File: src/rtl/event_blinker.sv
// ============================================================================
//  Module   : event_blinker
//  Purpose  : Queues single-cycle events and turns each one into a
//             human-visible ON/GAP blink timed by a slow-tick divider.
//  Revision : 1.0  initial release
// ============================================================================
`default_nettype none

module event_blinker #(
    parameter int CLK_DIV   = 500_000,
    parameter int ON_TICKS  = 1,
    parameter int GAP_TICKS = 1,
    parameter int CNT_W     = 4
) (
    input  logic             clk_in,
    input  logic             rst_n,
    input  logic             evt_in,
    input  logic             ovf_clr,
    output logic             led_out,
    output logic             busy,
    output logic [CNT_W-1:0] pending,
    output logic             overflow
);

    localparam int DIV_W  = (CLK_DIV > 2) ? $clog2(CLK_DIV) : 1;
    localparam int T_MAX  = (ON_TICKS > GAP_TICKS) ? ON_TICKS : GAP_TICKS;
    localparam int TICK_W = $clog2(T_MAX + 1);

    localparam logic [DIV_W-1:0]  DIV_LAST = DIV_W'(CLK_DIV - 1);
    localparam logic [TICK_W-1:0] ON_LAST  = TICK_W'(ON_TICKS - 1);
    localparam logic [TICK_W-1:0] GAP_LAST = TICK_W'(GAP_TICKS - 1);
    localparam logic [CNT_W-1:0]  PEND_MAX = '1;

    typedef enum logic [1:0] {
        IDLE = 2'd0,
        ON   = 2'd1,
        GAP  = 2'd2
    } state_t;

    state_t              state;
    logic [DIV_W-1:0]    div_cnt;
    logic [TICK_W-1:0]   tick_cnt;
    logic                tick;
    logic                start;
    logic                accept;

    assign tick   = (div_cnt == DIV_LAST);
    assign start  = (state == IDLE) && (pending != '0);
    // An event is only lost when the queue is full and nothing leaves it.
    assign accept = evt_in && !start;
    assign busy   = (state != IDLE) || (pending != '0);

    always_ff @(posedge clk_in or negedge rst_n) begin
        if (!rst_n) begin
            state    <= IDLE;
            led_out  <= 1'b0;
            pending  <= '0;
            overflow <= 1'b0;
            div_cnt  <= '0;
            tick_cnt <= '0;
        end else begin
            if (accept) begin
                if (pending != PEND_MAX) begin
                    pending <= pending + CNT_W'(1);
                end
            end else if (!evt_in && start) begin
                pending <= pending - CNT_W'(1);
            end

            if (accept && (pending == PEND_MAX)) begin
                overflow <= 1'b1;
            end else if (ovf_clr) begin
                overflow <= 1'b0;
            end

            div_cnt <= tick ? '0 : div_cnt + DIV_W'(1);

            case (state)
                IDLE: begin
                    if (start) begin
                        state    <= ON;
                        led_out  <= 1'b1;
                        div_cnt  <= '0;
                        tick_cnt <= '0;
                    end
                end
                ON: begin
                    if (tick) begin
                        if (tick_cnt == ON_LAST) begin
                            state    <= GAP;
                            led_out  <= 1'b0;
                            tick_cnt <= '0;
                        end else begin
                            tick_cnt <= tick_cnt + TICK_W'(1);
                        end
                    end
                end
                GAP: begin
                    if (tick) begin
                        if (tick_cnt == GAP_LAST) begin
                            state    <= IDLE;
                            tick_cnt <= '0;
                        end else begin
                            tick_cnt <= tick_cnt + TICK_W'(1);
                        end
                    end
                end
                default: begin
                    state    <= IDLE;
                    led_out  <= 1'b0;
                    div_cnt  <= '0;
                    tick_cnt <= '0;
                end
            endcase
        end
    end

endmodule

`default_nettype wire

File: config.mk
export PLATFORM = sky130hd
export DESIGN_NAME = event_blinker
export DESIGN_NICKNAME = d
export VERILOG_FILES = /design/src/rtl/event_blinker.sv
export SDC_FILE = /design/constraint.sdc
export NUM_CORES = 1
export LEC_CHECK = 0
export CORE_MARGIN = 2
export CORE_UTILIZATION = 53
export CTS_CLUSTER_DIAMETER = 50
export DETAILED_ROUTE_END_ITERATION = 7
export HOLD_SLACK_MARGIN = 0.15
export PLACE_DENSITY = 0.79
export SLEW_MARGIN = 30
export SYNTH_ARGS = -nofsm -noshare
export SYNTH_HDL_FRONTEND = slang
export SYNTH_SLANG_ARGS = --single-unit
File: constraint.sdc
create_clock -name clk_in -period 3.8 [get_ports clk_in]
set_clock_uncertainty 0.05 [all_clocks]
set_input_delay 0.76 -clock clk_in [delete_from_list [all_inputs] [get_ports clk_in]]
set_output_delay 0.76 -clock clk_in [all_outputs]
set_load 0.02 [all_outputs]
==> flow_summary.json <==
{
  "run_status": "complete, no violations",
  "setup_repair_after_global_routing_missed_its_margin": "no",
  "worst-endpoint-arrival_ns": 1.97,
  "number_of_antenna_violations_at_the_first_check_in_global_routing": 0,
  "cts.htree.levels": 1,
  "place_congestion": 0.940,
  "antenna_violating_nets_remaining": 0,
  "pin_count": 11,
  "post_cts_resized": 0,
  "synth_ff_type": "sky130_fd_sc_hd__dfrtp_1",
  "critPathLaunchType": "flip-flop",
  "final-setup-viol-count": 0,
  "critical_path_sink_type": "output pin",
  "finalWorstPathRequiredPeriod_ns": 2.78,
  "synth.net_count": 178,
  "final_cell_mix": "27 x sky130_fd_sc_hd__dfrtp_1, 19 x sky130_fd_sc_hd__nor2_1, 11 x sky130_fd_sc_hd__nand2_1, 11 x sky130_fd_sc_hd__inv_1",
  "use_met2_pct": 35.1,
  "worst_skew_pair.late_latency_ns": 0.33,
  "setup.worst_path.class": "reg -> out",
  "placed_cells": 202,
  "grt_use_met1_pct": 25.4,
  "final_routed_drc_violation_total": 0,
  "synth-seq-cells": 27,
  "final_net_count": 189,
  "post_route_insts_no_fill": 206,
  "drt_pre_antenna_iters": 4,
  "number_of_distinct_library_cells_after_synthesis": 38,
  "drt-initial-drc-count": 66,
  "grt_pass1_wl_mm": 5.28,
  "asyncSetResetFlopFracSynth_pct": 100,
  "final_layout_size_suffix_gt1_share_pct": 5.14,
  "global_route.usage.met3_pct": 2.68,
  "pin_count_of_the_biggest_net_entering_global_routing": 28,
  "die_height_um": 58.1,
  "cts_bufs_inserted": 3,
  "dpl.hpwl_mm": 2.17,
  "power_per_cell_area_nw_per_um2": 398,
  "timing.final.crit_share_pct": 73.3,
  "avgViaCountPerCell": 6.02,
  "seq_total_area_yosys_pct": 43.5,
  "max-slew-margin-rel_pct": 48.6,
  "synth.avg_cell_area_um2": 9.40,
  "vdd.ir_drop.worst_mv": 0.432,
  "clock_tree.root_cell": "sky130_fd_sc_hd__clkbuf_4",
  "floorplan.core_area_um2": 2760,
  "grt_busiest_layer": "met2",
  "most_frequent_standard_cell_in_the_layout_excluding_fill_and_tap_cells": "sky130_fd_sc_hd__dfrtp_1",
  "dieArea_um2": 3380,
  "worstHoldPathType": "reg -> reg",
  "grt_remaining_overflow": 0,
  "post-cts-setup-buffer-count": 0,
  "postLayoutCoreUtil_pct": 61.9,
  "timing.max_cap.violations": 0,
  "cts.sinks": 27,
  "pleak_nw": 0.700,
  "cts_tree": "done",
  "placement_rows": 19,
  "cts_clk_pin_slew_worst_paths_ns": 0.15,
  "port_buffers": 10,
  "antennaDiodeCount": 0,
  "max_freq_mhz": 359,
  "final_hold_viol_count": 0,
  "cts_buffer_depth": 2,
  "grt_pass1_vias": 1239,
  "initial_core_util_pct": 56.3,
  "cts_hold_buf": 0,
  "setup_tns_ns": 0,
  "total_vias_in_the_final_route": 1240,
  "timing_worst_slew_pin_value_ns": 0.769,
  "synth_area_um2": 1550,
  "synth_edf_count": 0,
  "signed_area_change_from_the_synthesized_netlist_to_the_final_layout_pct": 10.1,
  "worst-path-max-fanout": 10,
  "maxSlewViolCount": 0,
  "synth_cells": 165,
  "yosysWarningCount": 0,
  "drt-wirelength-per-cell_um": 14.4,
  "grt_util_all_layers_pct": 20.4,
  "wire_length_reported_by_the_detailed_router_mm": 2.96,
  "floorplan.die.width_um": 58.1,
  "worstPathRequired_ns": 2.99
}
-- registers in the layout (all words and copies together) (netlist names) --
register and count:
div_cnt 19, overflow 1, state 2, pending 4, led_out 1
-- cells by family after synthesis --
logic type	after synthesis	synth area share (%)
and+or+nand+nor	70	24.0
AOI/OAI and AO/OA	27	11.6
DFF	27	43.5
buffers and inverters	16	3.95
xor gates and xnor gates	15	8.47
adders and majority gates	9	7.74
muxes	1	0.726
-- metrics by stage --
stage / hold slack (ns) / worst slack (ns) / area [µm²] / total power (W)
3_3_place_gp: 0.419 / 1.34 / 1680 / 0.000548
5_1_grt: 0.463 / 0.826 / 1710 / 0.000720
6_report: 0.444 / 1.02 / 1710 / 0.000681
2_1_floorplan: 0.403 / 1.36 / 1550 / 0.000479
3_5_place_dp: 0.428 / 1.24 / 1680 / 0.000559
4_1_cts: 0.445 / 0.991 / 1710 / 0.000689
-- synthesized netlist by cell type (2+ instances only) --
cell / n / area, µm²
sky130_fd_sc_hd__a21oi_1: 8 / 40.0
sky130_fd_sc_hd__and3_1: 3 / 18.8
sky130_fd_sc_hd__clkbuf_1: 4 / 15.0
sky130_fd_sc_hd__dfrtp_1: 27 / 676
sky130_fd_sc_hd__ha_1: 8 / 100
sky130_fd_sc_hd__inv_1: 11 / 41.3
sky130_fd_sc_hd__nand2_1: 11 / 41.3
sky130_fd_sc_hd__nand3_1: 6 / 30.0
sky130_fd_sc_hd__nand4_1: 6 / 37.5
sky130_fd_sc_hd__nor2_1: 19 / 71.3
sky130_fd_sc_hd__nor3_1: 6 / 30.0
sky130_fd_sc_hd__nor4_1: 4 / 25.0
sky130_fd_sc_hd__nor4b_1: 2 / 17.5
sky130_fd_sc_hd__o21ai_0: 6 / 30.0
sky130_fd_sc_hd__o41ai_1: 2 / 17.5
sky130_fd_sc_hd__or3_1: 4 / 25.0
sky130_fd_sc_hd__or4_1: 4 / 30.0
sky130_fd_sc_hd__xnor2_1: 10 / 87.6
sky130_fd_sc_hd__xor2_1: 5 / 43.8
-- routing by layer --
layer | wire length [µm] | up-vias
met3 | 63 | 6
met5 | 0 | -
met1 | 1360 | 598
met2 | 1480 | 16
li1 | - | 620
met4 | 63 | 0
-- where the power goes --
part           switching (W)  internal (W)
Clock              0.0000888     0.0000404
Combinational      0.0000868     0.0000944
Sequential         0.0000584      0.000312
-- worst max-delay path: stages (launching register included) --
cell and delay, ns:
sky130_fd_sc_hd__dfrtp_1 0.53, sky130_fd_sc_hd__nor4_1 0.41, sky130_fd_sc_hd__nand2_1 0.14, sky130_fd_sc_hd__clkdlybuf4s50_1 0.56
-- cell type report --
cell class                      count  area, µm²
Clock buffer                        3       22.5
Clock inverter                      1       7.51
Fill cell                         244       1050
Inverter                           11       41.3
Multi-Input combinational cell    122        815
Sequential cell                    27        676
Tap cell                           31       38.8
Timing Repair Buffer               11        108
-- path summary, 6_finish.rpt --
kind,startpoint,to,slack [ns],depth (start not counted)
setup / recovery,pending[0],busy,1.02,3
hold / removal,div_cnt[0],div_cnt[0],0.44,1
setup reg to reg,pending[1],pending[3],1.26,7
hold reg to reg,div_cnt[0],div_cnt[0],0.44,1
max in group asynchronous,rst_n,state[0],2.72,2
min in group asynchronous,rst_n,div_cnt[9],0.72,2
No activity file was read; power rests on OpenSTA's default activity.
